### config.mk
export PLATFORM = sky130hd
export DESIGN_NAME = tw4_cmul_stage
export DESIGN_NICKNAME = d
export VERILOG_FILES = /design/src/rtl/fft_pkg.sv /design/src/rtl/mem_tw4.sv /design/src/rtl/tw4_cmul_stage.sv
export SDC_FILE = /design/constraint.sdc
export NUM_CORES = 1
export LEC_CHECK = 0
export BUFFER_PORTS_ARGS = -buffer_cell sky130_fd_sc_hd__buf_2
export CORE_ASPECT_RATIO = 1.75
export CORE_MARGIN = 5
export CORE_UTILIZATION = 35
export DETAILED_ROUTE_END_ITERATION = 16
export MAX_ROUTING_LAYER = met4
export PLACE_DENSITY = 0.61
export SLEW_MARGIN = 20
export SYNTH_ARGS = -nofsm -noshare
export SYNTH_HDL_FRONTEND = slang
export SYNTH_SLANG_ARGS = --single-unit
### constraint.sdc
create_clock -name clk -period 5.2 [get_ports clk]
set_input_delay 0.26 -clock clk [delete_from_list [all_inputs] [get_ports clk]]
set_output_delay 0.26 -clock clk [all_outputs]
set_load 0.02 [all_outputs]
### src/rtl/fft_pkg.sv
// Shared FFT datapath types and helpers.
// Widths, complex sample type and the round/saturate step.
package fft_pkg;

  localparam int DW      = 16;
  localparam int TW_W    = 9;
  localparam int TW_FRAC = 7;

  typedef struct packed {
    logic signed [DW-1:0] re;
    logic signed [DW-1:0] im;
  } cplx_t;

  localparam int SW = DW + TW_W + 2;

  localparam logic signed [SW-1:0] RND =
    {{(SW-TW_FRAC){1'b0}}, 1'b1, {(TW_FRAC-1){1'b0}}};
  localparam logic signed [SW-1:0] SMAX =
    {{(TW_W+3){1'b0}}, {(DW-1){1'b1}}};
  localparam logic signed [SW-1:0] SMIN =
    {{(TW_W+3){1'b1}}, {(DW-1){1'b0}}};

  // Half-up rounding drops TW_FRAC bits, then clamps to DW.
  function automatic logic signed [DW-1:0] sat_round(
    input logic signed [DW+TW_W:0] x
  );
    logic signed [SW-1:0] t;
    logic signed [SW-1:0] s;
    t = SW'(x) + RND;
    s = t >>> TW_FRAC;
    if (s > SMAX) begin
      sat_round = SMAX[DW-1:0];
    end else if (s < SMIN) begin
      sat_round = SMIN[DW-1:0];
    end else begin
      sat_round = s[DW-1:0];
    end
  endfunction

endpackage

### src/rtl/mem_tw4.sv
// Shared 4-entry twiddle ROM, Q1.7 signed re/im.
// Combinational read; indices 0..2 are 1+j0, index 3 is -j.
module mem_tw4 #(
  parameter int TW_W    = 9,
  parameter int TW_FRAC = 7
) (
  input  logic [1:0]             addr,
  output logic signed [TW_W-1:0] tw_re,
  output logic signed [TW_W-1:0] tw_im
);

  localparam logic signed [TW_W-1:0] ONE =
    {{(TW_W-TW_FRAC){1'b0}}, 1'b1, {(TW_FRAC-1){1'b0}}} <<< 1;
  localparam logic signed [TW_W-1:0] NEG = -ONE;

  always_comb begin
    tw_re = ONE;
    tw_im = '0;
    unique case (1'b1)
      (addr == 2'd3): begin
        tw_re = '0;
        tw_im = NEG;
      end
      default: begin
        tw_re = ONE;
        tw_im = '0;
      end
    endcase
  end

endmodule

### src/rtl/tw4_cmul_stage.sv
// Radix-2^2 twiddle stage: 3-deep complex multiply pipeline
// with a sample-index counter addressing the shared ROM.
module tw4_cmul_stage #(
  parameter int DW      = 16,
  parameter int TW_W    = 9,
  parameter int TW_FRAC = 7
) (
  input  logic                 clk,
  input  logic                 rst,
  input  logic                 in_valid,
  output logic                 in_ready,
  input  logic                 in_sof,
  input  logic signed [DW-1:0] din_re,
  input  logic signed [DW-1:0] din_im,
  output logic                 out_valid,
  input  logic                 out_ready,
  output logic                 out_sof,
  output logic [1:0]           out_idx,
  output logic signed [DW-1:0] dout_re,
  output logic signed [DW-1:0] dout_im
);

  import fft_pkg::cplx_t;
  import fft_pkg::sat_round;

  localparam int PW = DW + TW_W;

  logic                   advance;
  logic                   acc;
  logic [1:0]             cnt;
  logic [1:0]             idx_sel;
  logic signed [TW_W-1:0] rom_re;
  logic signed [TW_W-1:0] rom_im;

  logic                   v1;
  cplx_t                  s1_d;
  logic signed [TW_W-1:0] s1_twr;
  logic signed [TW_W-1:0] s1_twi;
  logic                   s1_sof;
  logic [1:0]             s1_idx;

  logic                   v2;
  logic signed [PW-1:0]   p_ac;
  logic signed [PW-1:0]   p_bd;
  logic signed [PW-1:0]   p_ad;
  logic signed [PW-1:0]   p_bc;
  logic                   s2_sof;
  logic [1:0]             s2_idx;

  logic                   v3;
  logic signed [PW:0]     sum_re;
  logic signed [PW:0]     sum_im;

  assign advance   = !v3 || out_ready;
  assign in_ready  = advance;
  assign out_valid = v3;

  always_comb begin
    acc     = in_valid && advance;
    idx_sel = in_sof ? 2'd0 : cnt;
    sum_re  = (PW+1)'(p_ac) - (PW+1)'(p_bd);
    sum_im  = (PW+1)'(p_ad) + (PW+1)'(p_bc);
  end

  mem_tw4 #(
    .TW_W    (TW_W),
    .TW_FRAC (TW_FRAC)
  ) u_rom (
    .addr  (idx_sel),
    .tw_re (rom_re),
    .tw_im (rom_im)
  );

  always_ff @(posedge clk) begin
    if (rst) begin
      cnt     <= '0;
      v1      <= 1'b0;
      v2      <= 1'b0;
      v3      <= 1'b0;
      s1_d    <= '0;
      s1_twr  <= '0;
      s1_twi  <= '0;
      s1_sof  <= 1'b0;
      s1_idx  <= '0;
      p_ac    <= '0;
      p_bd    <= '0;
      p_ad    <= '0;
      p_bc    <= '0;
      s2_sof  <= 1'b0;
      s2_idx  <= '0;
      out_sof <= 1'b0;
      out_idx <= '0;
      dout_re <= '0;
      dout_im <= '0;
    end else begin
      if (acc) begin
        cnt <= idx_sel + 2'd1;
      end
      // Whole pipe moves in lockstep; bubbles ride along as !v.
      if (advance) begin
        v1      <= acc;
        s1_d    <= '{re: din_re, im: din_im};
        s1_twr  <= rom_re;
        s1_twi  <= rom_im;
        s1_sof  <= in_sof;
        s1_idx  <= idx_sel;
        v2      <= v1;
        p_ac    <= PW'(s1_d.re) * PW'(s1_twr);
        p_bd    <= PW'(s1_d.im) * PW'(s1_twi);
        p_ad    <= PW'(s1_d.re) * PW'(s1_twi);
        p_bc    <= PW'(s1_d.im) * PW'(s1_twr);
        s2_sof  <= s1_sof;
        s2_idx  <= s1_idx;
        v3      <= v2;
        out_sof <= s2_sof;
        out_idx <= s2_idx;
        dout_re <= sat_round(sum_re);
        dout_im <= sat_round(sum_im);
      end
    end
  end

endmodule

# --- Word-level counts from Yosys, hierarchy flattened ---
# Cells that the tools add are included.
classes:
  add_sub_neg: 5
  muxes: 7
  multipliers: 4
  reduce_logical: 3
  magnitude_cmp: 4
  n_eq_ne: 1
ops:
  columns: ["op", "n"]
  rows:
  - ["$mul A16 B9 Y25", 4]
  - ["$mux W16", 4]
  - ["$add A26 B8 Y27 const B", 2]
  - ["$gt A20 B16 Y1 const B", 2]
  - ["$lt A20 B16 Y1 const B", 2]
  - ["$add A25 B25 Y26", 1]
  - ["$sub A25 B25 Y26", 1]
  - ["$mux W9", 1]
  - ["$mux W8", 1]
  - ["$add A2 B1 Y2 const B", 1]
  - ["$eq A2 B2 Y1 const B", 1]
  - ["$mux W2", 1]
  - ["$logic_and A1 B1 Y1", 1]
  - ["$logic_not A1 Y1", 1]
  - ["$logic_or A1 B1 Y1", 1]
totals:
  word_cells: 44
  register_bits: 195
  output_inout_bits: 37
  inputBits: 37

# --- Longest topological paths before layout ---
logic_depth:
  depth_word: 5
  mapped_depth: 17
  mapped_depth_nobuf: 15

# --- Hierarchy ---
# From an unflattened synthesis, not the netlist that was laid out.
unflattened:
  cells_unflattened: 3319
  area_unflattened_um2: 28831.4
by_module_without_submodules:
  columns: ["module", "instances", "cells_per_inst", "area_each_um2"]
  rows:
  - ["tw4_cmul_stage", 1, 3300, 28697.5]
  - ["mem_tw4", 1, 19, 133.9]

# --- Worst setup path after synthesis ---
# Ideal clock, no wire load.
synth_timing:
  path_kind: "register to register"
  startpoint: "reg s1_twi[7]"
  endpoint: "reg p_ad[22]"
  setup_time_ns: 0.120
  required_ns: 5.080
  path_buffers: 2
  stages_incl_launch_ff: 18
  t_arrival_ns: 4.349
  synth_period_minus_slack_ns: 4.468
  setup_slack_ns: 0.732
  cell_sequence: "dfxtp_1 clkbuf_1 clkbuf_1 and2_1 ha_1 ha_1 ha_1 ha_1 ha_1 ha_1 and3_1 a31oi_1 o21bai_1 a2111oi_0 o31ai_1 a31oi_1 nor4_1 a211o_1"
synth_via:
  elab_chain_cells: 1
synth_lines:
  columns: ["element", "line_no", "text"]
  rows:
  - ["start, declared", "tw4_cmul_stage.sv:38", "logic signed [TW_W-1:0] s1_twi;"]
  - ["start signal, assigned", "tw4_cmul_stage.sv:104", "s1_twi <= rom_im;"]
  - ["$mul A16 B9 Y25", "tw4_cmul_stage.sv:110", "p_ad <= PW'(s1_d.re) * PW'(s1_twi);"]
  - ["end signal, assigned", "tw4_cmul_stage.sv:110", null]
  - ["end, declared", "tw4_cmul_stage.sv:45", "logic signed [PW-1:0] p_ad;"]
# Every way passes these cells.
# A chain may end at the register's enable or synchronous reset.

# --- Final worst setup path ---
# Ends and elaborated chain as after synthesis.

==> metrics.txt <==
DRC=0; I/O Buffers=73; vias in the first global route=slightly below 9000; Worst Path Buf+Inv=1; CTS max path bufs=2; fin cells=between 1500 and 2000; vias=slightly above 9000; YS warnings=0; fin crit period=4700 ps; Crit path depth=16; dpl cells=approximately 1700; Synth area leader=ha_1; Clock power frac=42.1%; Net Sw Frac=30.8%; CTS tree=yes; Slew HR=38.9%; most frequent CP cell=ha_1; RSZ-0062 raised after global routing=false; Async SR Flop Fraction=0%; net switching power=0.919 mW; Int Pwr=2.07 mW; die height=244 µm; startpoint types=flop; Worst path top cell family by delay=compound AO/OA/AOI/OAI gates; Max Clk Rate=0.213 GHz; CTS sink cnt=148; R2R Path End=p_ad[22]; Logic pwr share=15.6%; post-DP HPWL=20.9 mm; critical path capture point type=flop; total CTS buffers=17; top-count cell post-synth=ha_1; Initial Utilization=35.5%; die area=0.0349 mm²; Cells after Synth=1309; synthesized area per cell=8.33 µm²; Hold Worst Slack=between 30 and 40 ps; cell-by-cell trace of the critical path=buf_4 > nor2b_1 > ha_1 > ha_1 > ha_1 > ha_1 > ha_1 > ha_1 > and3_1 > a31oi_1 > o21bai_1 > a2111oi_1 > o31ai_1 > a31oi_1 > nor4_1 > a211o_1; # diodes=0; Setup-failing EPs final=0; hold depth=3; # Max-Cap Violations=0; area grow syn2layout=11.9%; leading register cell type out of synthesis=dfxtp_1; proportion of layout cells with a drive suffix above 1=9.69%; final period utilization=90.4%; vias per cell=5.24; area of the core=0.0307 mm²; initial antenna violation count=0; Max H-tree Level=4; #FFs+latches synth=148; ANT nets after route=0; Reg-to-Reg Start=s1_twi[7]; GRT overflow=0; Setup Skew=9.05 ps; Slew Limit Fails=0; Worst Path Required=5550 ps; Tot GR Track Use=16.4%; Post-Synthesis Net Count=1587; Ports=74; final hold viol count=0; WL final=~27 mm; RePlAce Congestion=0.806; Synth top area share=27.2%; status=finished clean; CTS clk-pin slew, worst paths=around 70 ps; Leak=6.12 nW; mean routed wirelength per cell=15.5 µm; Synth top cells by count=ha_1 (237), nand2_1 (203), dfxtp_1 (148); # nets final=1627; largest net degree at the start of global routing=73; clk root buf=clkbuf_16; crit-path max cell delay=approximately 640 ps; pwr/cell area=245 mW/mm²; DR pass1 iterations=4; sequential-to-total area share from yosys stat=a little over a quarter; worst reg-to-reg path cell count=16; global-route wire length before repair=44.5 mm; Post-Syn Area=0.0109 mm²; worst hold path class=in -> reg; Worst Max-Slew Pin Slew=between 900 and 1000 ps; setup TNS=0 ps; 1st-iter DRT viols=between 300 and 400; register share of total power=a little over two fifths; Post-CTS Setup Bufs=0; CP arrival=approximately 5100 ps; slowest cell on the critical path=dfxtp_1; Area contributors post-synth=ha_1 (27%), dfxtp_1 (27%), nand2_1 (7.0%), a21oi_1 (6.6%), nor2_1 (2.8%); Unique masters post-synth=between 50 and 60; CP Max Fanout=26; hold path endpoint=s1_d[8]; hold wc startpoint=din_im[8]; critical path class=reg -> reg; die width=143 µm; R2R setup slack=approximately 500 ps; Clock Latency Late Sink=460 ps; worst vdd ir=0.227 mV; EDFF count, synth=0; row count=85
[state kept, by name (all words and copies together) (netlist names)]
signal / cells
s1_d: 32
p_ad: 18
p_bd: 18
dout_im: 16
dout_re: 16
p_ac: 16
p_bc: 16
cnt: 2
out_idx: 2
s1_idx: 2
s2_idx: 2
out_sof: 1
out_valid: 1
s1_sof: 1
s1_twi: 1
s1_twr: 1
s2_sof: 1
v1: 1
v2: 1
[layout by cell type, fill, tap and decap left out, types with 6 or more instances in the layout]
cell type  synthesis  final
xor2_1            22     22
a21o_1            14     14
o32ai_1           29     29
a31oi_1           11     11
o21ai_0           26     26
buf_4              1     14
and2_1            33     33
ha_1             237    237
or3_1             19     19
buf_2              2     72
o21bai_1          12     12
a21oi_1          143    143
inv_1             42     41
nand2_1          203    203
nand3_1           51     51
nor2_1            80     80
clkbuf_16          0     17
nor3_1            13     13
o31ai_1            6      6
and3_1             9      9
xnor2_1           31     31
a211oi_1          16     16
nor2b_1           40     39
dfxtp_1          148    148
[what timing repair did]
item,CTS,global route
gates resized for setup,0,2
hold buffers,0,0
setup endpoints to repair,0,3
[worst max path at each step]
| stage | from | endpoint | slack [ps] |
|---|---|---|---|
| finish | s1_twi[7] | p_ad[22] | 500 |
| global route | s1_twi[7] | p_ad[22] | 80 |
| global placement | s1_twi[7] | p_bd[22] | 590 |
| CTS | s1_twi[7] | p_ad[22] | 470 |
| floorplan | s1_twi[7] | p_ad[22] | 730 |
| detailed placement | s1_twi[7] | p_bd[22] | 490 |
[power by group through the flow]
stage               sequential [mW]  clock [mW]  combinational, mW
CTS                            1.27        1.29              0.473
global placement               1.29           0              0.466
floorplan                      1.33           0              0.281
finish                         1.26        1.26              0.465
global route                   1.27        1.33              0.515
detailed placement             1.29           0              0.471
[logic make-up (layout without fill, tap and decap cells)]
logic type | Yosys count | count (layout) | synth area share, %
and+or+nand+nor | 466 | 466 | 19.6
AOI/OAI and AO/OA | 291 | 291 | 17.0
adders and majority gates | 241 | 241 | 27.9
DFF | 148 | 148 | 27.2
buffers and inverters | 107 | 160 | 3.81
xor gates and xnor gates | 53 | 53 | 4.26
muxes | 3 | 3 | 0.275
[worst register-to-register path: cells and delay by family, from the launching register on]
family                   cells  cell delay (ps)
AO/OA/AOI/OAI                6             1620
adder cells (fa/ha/maj)      6             1540
flip-flops                   1              640
AND/OR/NAND/NOR              3              440
buffers and inverters        1              330
[routing by layer]
metal / up-vias / part of all wire, % / global-route usage (%)
met1: 4281 / 41 / 18.1
met3: 45 / 2.8 / 2.30
met2: 126 / 51 / 28.4
li1: 4736 / - / -
met5: - / 0 / -
met4: 0 / 4.8 / 8.29
[final cells by class]
class	count	area, µm²
multi-input combinational	1054	7540
timing repair buffer	86	465
tap	391	489
clock inverter	15	165
sequential	148	2960
fill	3138	18500
inverter	42	160
clock buffer	17	425
[metrics by stage]
| stage | setup WS [ps] | util (%) | total power [mW] | area [µm²] |
|---|---|---|---|---|
| final | 501 | 39.7 | 2.99 | 12200 |
| after global routing | 82.2 | 39.7 | 3.12 | 12200 |
| after CTS | 473 | 39.7 | 3.03 | 12200 |
| after detailed placement | 489 | 37.8 | 1.76 | 11600 |
| after global placement | 591 | 37.8 | 1.76 | 11600 |
| after floorplan | 732 | - | 1.61 | 10900 |
(Power assumes the default switching activity.)
